## config.mk

```make
export PLATFORM = sky130hd
export DESIGN_NAME = mpi_bus_master_flat
export DESIGN_NICKNAME = d
export VERILOG_FILES = /design/src/rtl/mpi_bus_master_if.sv /design/src/rtl/mpi_bus_master.sv /design/src/flat_wrapper.sv
export SDC_FILE = /design/constraint.sdc
export NUM_CORES = 1
export LEC_CHECK = 0
export ABC_AREA = 1
export BUFFER_PORTS_ARGS = -buffer_cell sky130_fd_sc_hd__buf_2
export CAP_MARGIN = 20
export CORE_MARGIN = 1
export CORE_UTILIZATION = 44
export DETAILED_ROUTE_END_ITERATION = 8
export GPL_ROUTABILITY_DRIVEN = 0
export PLACE_DENSITY = 0.8
export SETUP_SLACK_MARGIN = 0.02
export SLEW_MARGIN = 20
export SYNTH_ARGS = -nofsm -noshare
export SYNTH_HDL_FRONTEND = slang
export SYNTH_SLANG_ARGS = --single-unit
```

## constraint.sdc

```tcl
create_clock -name CLKp -period 1.75 [get_ports CLKp]
set_input_delay 0.175 -clock CLKp [delete_from_list [all_inputs] [get_ports CLKp]]
set_output_delay 0.175 -clock CLKp [all_outputs]
set_load 0.02 [all_outputs]
```

## src/rtl/mpi_bus_master_if.sv

```systemverilog
// mpi_bus_master_if: requester handshake and pad-ring signals of the MPI bus master
// Requester side: req/we/bsel/addr0/addr1/wdata0/wdata1 into the master, gnt/done/err/rdata out.
// Pad side: nAD_o/nAD_oe/nSYNC_o/nDIN_o/nDOUT_o/nWTBT_o/ctrl_oe/sync_oe/nBSY_o out, nAD_i/nRPLY_i in.
interface mpi_bus_master_if;
  logic [1:0] req, we, bsel, gnt, done;
  logic [15:0] addr0, addr1, wdata0, wdata1, rdata, nAD_o, nAD_i;
  logic err, nAD_oe, nSYNC_o, nDIN_o, nDOUT_o, nWTBT_o, ctrl_oe, sync_oe, nBSY_o, nRPLY_i;
  modport master (
    input req, we, bsel, addr0, addr1, wdata0, wdata1, nAD_i, nRPLY_i,
    output gnt, done, err, rdata, nAD_o, nAD_oe, nSYNC_o, nDIN_o, nDOUT_o, nWTBT_o,
      ctrl_oe, sync_oe, nBSY_o
  );
  modport slave (
    output req, we, bsel, addr0, addr1, wdata0, wdata1, nAD_i, nRPLY_i,
    input gnt, done, err, rdata, nAD_o, nAD_oe, nSYNC_o, nDIN_o, nDOUT_o, nWTBT_o,
      ctrl_oe, sync_oe, nBSY_o
  );
endinterface

```

## src/rtl/mpi_bus_master.sv

```systemverilog
// mpi_bus_master: two-port bus-cycle sequencer for the BK MPI bus with an nRPLY timeout
// Ports: CLKp clock (rising edge), nRSTp asynchronous active-low reset,
//   bus (mpi_bus_master_if.master): requester req/we/bsel/addr*/wdata* -> gnt/done/err/rdata,
//   pad drive values and enables nAD_o/nAD_oe/nSYNC_o/nDIN_o/nDOUT_o/nWTBT_o/ctrl_oe/sync_oe/nBSY_o,
//   pad samples nAD_i/nRPLY_i.
// Define MPI_RR_ARB_EN for round-robin arbitration; otherwise port 0 has fixed priority.
module mpi_bus_master #(
  parameter int TMO_CYC = 64,
  parameter int TMO_W = 7
) (
  input logic CLKp,
  input logic nRSTp,
  mpi_bus_master_if.master bus
);
  typedef enum logic [3:0] {
    S_IDLE, S_ADDR, S_SYNC, S_AEND, S_DATA, S_WAIT, S_RREL, S_REL, S_END
  } state_t;
  state_t state, state_nx;
  logic [1:0] gnt, win, rply_q;
  logic [TMO_W-1:0] cnt;
  logic [15:0] addr, wdata, rdata;
  logic tmo, rply, tmo_hit, we, bsel, req_any;
  logic adr_ph, wr_ph, strobe, ctrl_oe, sync_oe;
  assign req_any = |bus.req;
  assign we = gnt[1] ? bus.we[1] : bus.we[0];
  assign bsel = gnt[1] ? bus.bsel[1] : bus.bsel[0];
  assign addr = gnt[1] ? bus.addr1 : bus.addr0;
  assign wdata = gnt[1] ? bus.wdata1 : bus.wdata0;
  assign rply = rply_q[1];
  assign tmo_hit = cnt == TMO_W'(TMO_CYC - 1);
`ifdef MPI_RR_ARB_EN
  // last = 1 means port 1 won the previous arbitration, so port 0 wins next contention
  logic last;
  assign win = &bus.req ? (last ? 2'b01 : 2'b10) : (bus.req[0] ? 2'b01 : 2'b10);
  always_ff @(posedge CLKp or negedge nRSTp)
    if (!nRSTp) last <= 1'b1;
    else if (state == S_IDLE && req_any) last <= win[1];
`else
  assign win = bus.req[0] ? 2'b01 : 2'b10;
`endif
  always_ff @(posedge CLKp or negedge nRSTp)
    if (!nRSTp) state <= S_IDLE;
    else state <= state_nx;
  always_comb begin
    state_nx = state;
    case (state)
      S_IDLE: state_nx = req_any ? S_ADDR : S_IDLE;
      S_ADDR: state_nx = S_SYNC;
      S_SYNC: state_nx = S_AEND;
      S_AEND: state_nx = S_DATA;
      S_DATA: state_nx = S_WAIT;
      S_WAIT: state_nx = !rply ? S_RREL : tmo_hit ? S_REL : S_WAIT;
      S_RREL: state_nx = rply ? S_REL : S_RREL;
      S_REL: state_nx = S_END;
      default: state_nx = S_IDLE;
    endcase
    adr_ph = state inside {S_ADDR, S_SYNC};
    wr_ph = we && state inside {S_DATA, S_WAIT};
    strobe = state == S_WAIT;
    ctrl_oe = state inside {S_ADDR, S_SYNC, S_AEND, S_DATA, S_WAIT, S_RREL};
    // nSYNC stays enabled through REL so it is actively driven high before release
    sync_oe = state inside {S_SYNC, S_AEND, S_DATA, S_WAIT, S_RREL, S_REL};
    bus.ctrl_oe = ctrl_oe;
    bus.sync_oe = sync_oe;
    bus.nBSY_o = !ctrl_oe;
    bus.nSYNC_o = !(sync_oe && state != S_REL);
    bus.nAD_oe = adr_ph || wr_ph;
    bus.nAD_o = adr_ph ? ~addr : wr_ph ? ~wdata : 16'hFFFF;
    bus.nWTBT_o = adr_ph ? ~we : (strobe && we) ? ~bsel : 1'b1;
    bus.nDIN_o = !(strobe && !we);
    bus.nDOUT_o = !(strobe && we);
    bus.done = gnt & {2{state == S_END}};
    bus.err = tmo && state == S_END;
    bus.gnt = gnt;
    bus.rdata = rdata;
  end
  always_ff @(posedge CLKp or negedge nRSTp)
    if (!nRSTp) begin
      gnt <= '0;
      cnt <= '0;
      tmo <= 1'b0;
      rdata <= '0;
      rply_q <= 2'b11;
    end else begin
      rply_q <= {rply_q[0], bus.nRPLY_i};
      cnt <= state == S_WAIT ? cnt + TMO_W'(1) : '0;
      if (state == S_IDLE && req_any) begin
        gnt <= win;
        tmo <= 1'b0;
      end
      if (state == S_END) gnt <= '0;
      if (state == S_WAIT && rply && tmo_hit) tmo <= 1'b1;
      if (state == S_WAIT && !rply && !we) rdata <= ~bus.nAD_i;
    end
endmodule
```

## src/flat_wrapper.sv

```systemverilog
// flat-port wrapper written by rule: the top's interface ports become plain ports
module mpi_bus_master_flat 
#(
  parameter int TMO_CYC = 64,
  parameter int TMO_W = 7
)
  (CLKp, nRSTp, bus_req, bus_we, bus_bsel, bus_addr0, bus_addr1, bus_wdata0, bus_wdata1, bus_nAD_i, bus_nRPLY_i, bus_gnt, bus_done, bus_err, bus_rdata, bus_nAD_o, bus_nAD_oe, bus_nSYNC_o, bus_nDIN_o, bus_nDOUT_o, bus_nWTBT_o, bus_ctrl_oe, bus_sync_oe, bus_nBSY_o);
  mpi_bus_master_if bus_i ();
  input logic CLKp;
  input logic nRSTp;
  input wire logic [$bits(bus_i.req)-1:0] bus_req;
  input wire logic [$bits(bus_i.we)-1:0] bus_we;
  input wire logic [$bits(bus_i.bsel)-1:0] bus_bsel;
  input wire logic [$bits(bus_i.addr0)-1:0] bus_addr0;
  input wire logic [$bits(bus_i.addr1)-1:0] bus_addr1;
  input wire logic [$bits(bus_i.wdata0)-1:0] bus_wdata0;
  input wire logic [$bits(bus_i.wdata1)-1:0] bus_wdata1;
  input wire logic [$bits(bus_i.nAD_i)-1:0] bus_nAD_i;
  input wire logic [$bits(bus_i.nRPLY_i)-1:0] bus_nRPLY_i;
  output wire logic [$bits(bus_i.gnt)-1:0] bus_gnt;
  output wire logic [$bits(bus_i.done)-1:0] bus_done;
  output wire logic [$bits(bus_i.err)-1:0] bus_err;
  output wire logic [$bits(bus_i.rdata)-1:0] bus_rdata;
  output wire logic [$bits(bus_i.nAD_o)-1:0] bus_nAD_o;
  output wire logic [$bits(bus_i.nAD_oe)-1:0] bus_nAD_oe;
  output wire logic [$bits(bus_i.nSYNC_o)-1:0] bus_nSYNC_o;
  output wire logic [$bits(bus_i.nDIN_o)-1:0] bus_nDIN_o;
  output wire logic [$bits(bus_i.nDOUT_o)-1:0] bus_nDOUT_o;
  output wire logic [$bits(bus_i.nWTBT_o)-1:0] bus_nWTBT_o;
  output wire logic [$bits(bus_i.ctrl_oe)-1:0] bus_ctrl_oe;
  output wire logic [$bits(bus_i.sync_oe)-1:0] bus_sync_oe;
  output wire logic [$bits(bus_i.nBSY_o)-1:0] bus_nBSY_o;
  assign bus_i.req = bus_req;
  assign bus_i.we = bus_we;
  assign bus_i.bsel = bus_bsel;
  assign bus_i.addr0 = bus_addr0;
  assign bus_i.addr1 = bus_addr1;
  assign bus_i.wdata0 = bus_wdata0;
  assign bus_i.wdata1 = bus_wdata1;
  assign bus_i.nAD_i = bus_nAD_i;
  assign bus_i.nRPLY_i = bus_nRPLY_i;
  assign bus_gnt = bus_i.gnt;
  assign bus_done = bus_i.done;
  assign bus_err = bus_i.err;
  assign bus_rdata = bus_i.rdata;
  assign bus_nAD_o = bus_i.nAD_o;
  assign bus_nAD_oe = bus_i.nAD_oe;
  assign bus_nSYNC_o = bus_i.nSYNC_o;
  assign bus_nDIN_o = bus_i.nDIN_o;
  assign bus_nDOUT_o = bus_i.nDOUT_o;
  assign bus_nWTBT_o = bus_i.nWTBT_o;
  assign bus_ctrl_oe = bus_i.ctrl_oe;
  assign bus_sync_oe = bus_i.sync_oe;
  assign bus_nBSY_o = bus_i.nBSY_o;
  mpi_bus_master #(.TMO_CYC(TMO_CYC), .TMO_W(TMO_W)) u_core (.CLKp(CLKp), .nRSTp(nRSTp), .bus(bus_i));
endmodule
```

Yosys cells after proc, flatten, opt, wreduce, memory -nomap -nowiden. Index checks and enable logic that the tools add are counted.

Add/sub/neg operators: 1. $mul: 0. Divide/modulo/power cells: 0. Order comparisons: 0. Eq/ne operators: 10. Shift-type cells: 0. Muxes and demuxes: 19. Bitwise operators: 6. Reductions and logical operators: 25.

Operator list (number): $mux 16 (4); $not 16->16 (3); $pmux 4 s8 (1); $eq 4x3->1 const B (4); $reduce_bool 6->1 (2); $logic_and 1x1->1 (10); $eq 4x2->1 const B (2); $mux 1 (8); $mux 2 (4); $reduce_bool 2->1 (4); $add 7x1->7 const B (1); $eq 7x6->1 const B (1); $mux 7 (1); $logic_not 1->1 (6); $eq 4x1->1 const B (1); $eq 4x4->1 const B (1); $logic_not 4->1 (1); $mux 4 (1); $ne 4x3->1 const B (1); $and 2x2->2 (1); $not 1->1 (2); $reduce_or 2->1 (1); $logic_or 1x1->1 (1).

Flip-flop bits (word level): 32. Bits in latches: 0. RAM bits: 0. Bits in read-only memories: 0. Bits of input ports: 89. Output and inout bits: 45. Word-level logic and storage cells: 67. Memories: 0.

Longest topological paths before layout. Gate-level depths: netlist of run 1.

Word-level depth: 5. Mapped depth: 9. Depth with buffers taken out: 7.

Least setup slack after synthesis of run 1. Ideal clock, no wire load.

Path type: register to output. Start: register u_core.gnt[1] (netlist: u_core.bus.gnt[1]). End: output port bus_nAD_o[10]. Arrival time: 1.374 ns. Required time: 1.575 ns. Slack: 0.201 ns. Cell stages (with the launch flop): 10. Buffers on the path: 2. Cell sequence: dfrtp_1 -> buf_4 -> inv_2 -> nand2_1 -> nand2_4 -> inv_2 -> buf_6 -> nand3_1 -> nand2_1 -> inv_1.

Cells in the longest elaborated chain, start to end: 4. Elaborated cells between the ends (all ways): 8. Classes of those cells: mux (5); bitwise (2); reduce/logical (1).

RTL lines: start: declaration (line mpi_bus_master.sv:19) `logic [1:0] gnt, win, rply_q;`; start signal: assignment (line mpi_bus_master.sv:88) `gnt <= win;`; $mux 1 or $mux 16 (tied branches) (line mpi_bus_master.sv:25, mpi_bus_master.sv:28); $logic_and 1x1->1 or $not 16->16 (tied branches) (line mpi_bus_master.sv:58, mpi_bus_master.sv:68); $mux 16 (line mpi_bus_master.sv:68) `bus.nAD_o = adr_ph ? ~addr : wr_ph ? ~wdata : 16'hFFFF;`; $mux 16 * (line mpi_bus_master.sv:68); end: declaration (line flat_wrapper.sv:24) `output wire logic [$bits(bus_i.nAD_o)-1:0] bus_nAD_o;`.

Mark *: on every way between the ends. The rest lies on a longest branch, timed or not.

Worst setup path after layout of run 1.
Start: register u_core.state[2]. End: output port bus_nAD_o[1].

Cells in the longest elaborated chain, start to end: 5. Elaborated cells between the ends (all ways): 9. Classes of those cells: eq/ne (4); mux (2); reduce/logical (3).

RTL lines: start: declaration (line mpi_bus_master.sv:18) `state_t state, state_nx;`; start signal: assignment (line mpi_bus_master.sv:43) `else state <= state_nx;`; $eq 4x3->1 (line mpi_bus_master.sv:58) `wr_ph = we && state inside {S_DATA, S_WAIT};`; $reduce_bool 2->1 (line mpi_bus_master.sv:58); $logic_and 1x1->1 (line mpi_bus_master.sv:58); $mux 16 (line mpi_bus_master.sv:68); $mux 16 * (line mpi_bus_master.sv:68).

Marked as above.

==> results of run 1 <==
[kinds of logic after synthesis]
group,after synthesis
buf+inv,70
flops,32
simple gates,268
xor+xnor,1
compound gates,9
fa+ha+maj,1
[power by group through the flow]
stage	logic [mW]	registers (mW)	clock network, mW
after floorplan	2.14	1.35	0
after CTS	3.49	1.16	0.593
after global placement	3.32	1.15	0
final	4.70	1.19	0.579
after global routing	5.06	1.22	0.626
after detailed placement	3.38	1.15	0
[routing by layer]
| layer | vias to the layer above | share of wire (%) | GRT usage, % |
|---|---|---|---|
| met2 | 159 | 50 | 43.94 |
| met5 | - | 0 | 0 |
| met3 | 19 | 8.7 | 4.201 |
| met4 | 0 | 1.6 | 6.080 |
| met1 | 1302 | 40 | 26.76 |
| li1 | 1468 | - | - |
[stage by stage]
step	total power [mW]	area [sq um]
after detailed placement	4.527	3037
after global routing	6.914	3621
after global placement	4.477	3037
after CTS	5.244	3204
after floorplan	3.493	2305
final	6.472	3621
[area by class of cell]
cell class	count	area, sq um
multi-input combinational	279	1326
timing repair buffer	161	1106
fill	371	1259
sequential	32	808.3
inverter	53	206.4
tap	67	83.83
clock buffer	8	90.09
[worst max-delay path: stages (launching register included)]
cell and delay [ps]:
dfrtp_2 460, nor2_4 270, clkbuf_16 220, nand3_1 80, nand2_1 70, inv_1 40, buf_2 150
[flip-flops by register name, summed over array words and instances, names as in the netlist]
register          flops
u_core.cnt            7
u_core.tmo            1
u_core.state          4
u_core.rply_q         2
u_core.bus.gnt        2
u_core.bus.rdata     16
[path summary, 6_finish.rpt]
path                                         to  slack [ps]  cells past startpoint
max reg2reg                u_core.bus.rdata[11]         260                      8
max                                bus_nAD_o[1]           3                      6
max in group asynchronous     u_core.bus.gnt[1]         790                      2
min reg2reg                    u_core.rply_q[1]         360                      0
min                        u_core.bus.rdata[10]         150                      4
min in group asynchronous  u_core.bus.rdata[14]         470                      2
[cell usage in the layout (no fill, tap or decap), drive strengths merged]
master / n
ha: 1
clkinv: 1
nand3: 40
xnor2: 1
clkbuf: 12
dfstp: 2
o21ai: 5
inv: 52
dlygate4sd3: 2
buf: 155
o21bai: 1
dfrtp: 30
nand4: 17
nand2: 158
nor2: 53
a21oi: 3
[timing repair]
action	in CTS	in global routing
resized for setup	11	81
pin swaps	1	22
endpoints found under the hold margin	31	0
setup buffers	3	8
cloned	0	6
endpoints found under the setup margin	20	23
hold buffers	2	0
==> results.md, run 1 <==
- Sw frac: 49.51%
- Layout Area Growth over Synthesis: 57.11%
- Cells after DPL: 573
- Cell Count, Final, Fillers Out: 600
- Worst Hold Margin: 149.4 ps
- # setup viols final: 0
- CP Launch Type: register
- Top post-synthesis cells by area: dfrtp_1 (33%), nand2_1 (25%), nand3_1 (8.5%)
- Largest family of logic cells by synthesized area: simple AND/OR/NAND/NOR gates
- Worst-path maximum fanout: 9
- Die ar.: 0.005532 sq mm
- CTS tree: yes
- Final Hold Viols: 0
- Slew Limit Headroom: 54.07%
- PwrDens: 1787 mW/mm^2
- Hold path start: bus_nAD_i[10]
- Pre-antenna DRT Iters: 5
- Final worst slack: 3.112 ps
- Syn nets: 471
- Fin. max-slew vios: 0
- Synth top area share: 32.57%
- Post-Synth Simple-Gate Area: 49.29%
- Floorplan row count: 25
- Number of nets in the layout: 622
- Seq cells post-synth: 32
- Peak VDD IR: 0.9142 mV
- DRC Markers: 0
- Layout cells sized above 1: 39.40%
- Total number of vias: 2948
- GRT Overall Usage: 23.26%
- Clk_lat worst skew: 280 ps
- Fin Clk Skew: 4.676 ps
- Dpl ws: 250.9 ps
- Leak: 2.137 nW
- Die Ht: 74.38 microns
- Period Utilization, post-route: 99.82%
- First-pass GRT wire length: 10030 microns
- Combinational group share of total power: 72.6%
- EDFF count, synth: 0
- Critical Path Start: u_core.state[2]
- Async SR Flop Fraction: 100.0%
- Final Util: 74.21%
- Mean area per synthesized cell: 6.049 sq um
- HP Class: input pin to register
- Share of power burned in registers: 18.4%
- Synth cell count leaders: nand2_1 (154), nor2_1 (51), inv_1 (50)
- TNS Setup: 0 ps
- Vias in the first global route: 2428
- Clock buffer count from CTS: 5
- Synth warnings: 0
- Most instantiated library cell after synthesis: nand2_1
- Largest net degree at the start of global routing: 35
- Drt wl/cell: 12.54 microns
- Worst Path Required: 1570 ps
- Worst-path clk slew: 60 ps
- Clock Path Buffers: 2
- Final ANT Viol Nets: 0
- N_diodes: 0
- Max cap viols: 0
- Initial Util: 47.23%
- Die X-Extent: 74.38 microns
- DRT Wirelength: 7524 microns
- Cell Area, Synth: 0.002305 sq mm
- Synth Area in Compound Gates: 2.063%
- Yosys cell types: 23
- Grt ovf: 0
- Fmax: 572.4 MHz
- Fin crit period: 1747 ps
- Sequential fraction of the synthesis area: 34.85%
- Initial antenna violation count: 0
- Slew @ Worst Pin: 689.0 ps
- 1st-iter DRT viols: 143
- Int Power: 3.268 mW
- Clk root buf: clkbuf_8
- Post-synthesis adder-cell area fraction: 0.5429%
- Half-perimeter wire length after placement: 4752 microns
- IO Count: 134
- Status: finished, final reports clean
- RSZ-0062 raised after global routing: true
- Synth Flop Type: dfrtp_1
- Vias per cell: 4.913
- Clk pwr share: 8.9%
- Post-synth top area cell: dfrtp_1
- Xor/xnor share of the synthesized area: 0.3800%
- CTS sink count: 32
- CORE AREA: 0.004880 sq mm
- # port buffers: 133
- Syn Inst Count: 381
- Net load switching power: 3.204 mW
- Crit path DAT: 1570 ps
- Htree depth: 2
- Proportion of synthesized area in mux cells: 0%
- Kind of critical path: register to primary output
- CP endpoint kind: primary output
- R2R Path Start: u_core.state[3]
(Power assumes the default switching activity.)
==> inputs of run 2 (changes only) <==
==> constraint.sdc (replaced) <==
create_clock -name CLKp -period 1.76 [get_ports CLKp]
set_input_delay 0.176 -clock CLKp [delete_from_list [all_inputs] [get_ports CLKp]]
set_output_delay 0.176 -clock CLKp [all_outputs]
set_load 0.02 [all_outputs]
==> results.md, run 2 (synthesis gave the netlist of run 1 again) <==
- Hold depth: 4
- Register-to-register setup slack: 280 ps
- Cells after DPL: 574
- PwrDens: 1714 mW/mm^2
- Most flop-heavy register: u_core.bus.rdata
- DRT Wirelength: 7103 microns
- GRT Overall Usage: 24.38%
- Initial antenna violation count: 0
- Grt ovf: 0
- Kind of critical path: register to primary output
- HP Class: input pin to register
- Vias per cell: 4.842
- R2R depth: 7
- 1st-iter DRT viols: 100
- Worst-path clk slew: 70 ps
- Layout Area Growth over Synthesis: 50.60%
- First-pass GRT wire length: 10450 microns
- Initial Util: 47.23%
- Worst Path Required: 1580 ps
- Clock Path Buffers: 2
- Largest registers: u_core.bus.rdata: 16 flops, u_core.cnt: 7 flops, u_core.state: 4 flops
- CP Launch Type: register
- RSZ-0062 raised after global routing: true
- Htree depth: 2
- Worst-path maximum fanout: 8
- Layout cells sized above 1: 36.21%
- Period Utilization, post-route: 99.87%
- Largest net degree at the start of global routing: 35
- Drt wl/cell: 11.84 microns
- Hold worst-path end: u_core.bus.rdata[3]
- CTS sink count: 32
- DRC Markers: 0
- Final ANT Viol Nets: 0
- Fin crit period: 1758 ps
- Floorplan row count: 25
- Slew @ Worst Pin: 693.4 ps
- CTS tree: yes
- Commonest non-fill, non-tap cell in the layout: nand2_1
- Vias in the first global route: 2478
- Die X-Extent: 74.38 microns
- Clock buffer count from CTS: 5
- Final Util: 71.13%
- Worst flop-to-flop path endpoint: u_core.bus.rdata[4]
- Most frequent cells in the layout: nand2_1 (151), buf_2 (119), inv_1 (49), nor2_1 (49), nand3_1 (34)
- Peak VDD IR: 1.044 mV
- R2R Path Start: u_core.state[1]
- Die Ht: 74.38 microns
- # port buffers: 133
- Hold path start: bus_nAD_i[3]
- TNS Setup: 0 ps
- Fmax: 568.9 MHz
- Number of nets in the layout: 622
- Slew Limit Headroom: 53.78%
- Fin. max-slew vios: 0
- Clk_lat worst skew: 280 ps
- CP endpoint kind: primary output
- N_diodes: 0
- Clk root buf: clkbuf_8
- Cell Count, Final, Fillers Out: 600
- Max cap viols: 0
- Leak: 2.086 nW
- CORE AREA: 0.004880 sq mm
- Die ar.: 0.005532 sq mm
- Status: finished, final reports clean
- # setup viols final: 0
- Final Hold Viols: 0
- Pre-antenna DRT Iters: 5
- Fin Clk Skew: 4.301 ps
- IO Count: 134
- Total number of vias: 2905
- Half-perimeter wire length after placement: 4918 microns
- Max FFs per register: 16
- Crit path DAT: 1580 ps
[run 2: timing repair]
item / in CTS / in global routing
hold endpoints to repair: 31 / 0
pin swaps: 1 / 14
resized for setup: 10 / 46
setup buffers: 0 / 13
setup endpoints to repair: 21 / 23
cloned: 1 / 2
hold buffers: 2 / 0
[run 2: worst max-delay path, cell delays in order (launching register included)]
cell and delay (ps):
dfrtp_1 430, inv_2 100, nand2_4 100, nor2_4 160, buf_6 160, nand3_1 80
nand2_1 90, inv_1 60, buf_6 120
[run 2: layer usage]
layer	wire [microns]	GRT usage (%)	up-vias
met2	3650	45.05	139
li1	-	-	1462
met4	76	6.289	0
met3	528	4.607	11
met1	2848	28.87	1293
met5	0	0	-
[run 2: final cells by class]
type,count,area (sq um)
Multi-Input combinational cell,279,1262
Clock inverter,2,10.01
Timing Repair Buffer,161,1022
Inverter,53,201.4
Tap cell,67,83.83
Clock buffer,6,82.58
Sequential cell,32,808.3
Fill cell,416,1409
[run 2: report_power, final]
| group | leakage, nW | total [mW] | switching, mW | internal (mW) |
|---|---|---|---|---|
| sequential | 0.407 | 1.17 | 0.195 | 0.977 |
| clock | 0.0510 | 0.580 | 0.269 | 0.312 |
| combinational | 1.63 | 4.20 | 2.50 | 1.69 |
[run 2: metrics by stage]
stage,worst slack [ps],hold slack (ps),instance area [sq um],power [mW]
after global placement,279.5,257.1,3044,4.467
after detailed placement,254.2,258.6,3044,4.527
final,2.259,144.8,3471,5.950
after CTS,21.52,141.0,3191,5.214
after floorplan,210.3,-119.6,2305,3.473
after global routing,-70.55,160.1,3471,6.431
[run 2: how the worst max path moves through the flow]
| stage | from | end | slack [ps] |
|---|---|---|---|
| after global placement | u_core.bus.gnt[1] | bus_nWTBT_o | 280 |
| final | u_core.state[3] | bus_nAD_o[0] | 2 |
| after floorplan | u_core.bus.gnt[1] | bus_nAD_o[10] | 210 |
| after detailed placement | u_core.state[3] | bus_nAD_o[13] | 250 |
| after CTS | u_core.state[2] | bus_ctrl_oe | 20 |
| after global routing | u_core.state[3] | bus_nAD_o[5] | -70 |
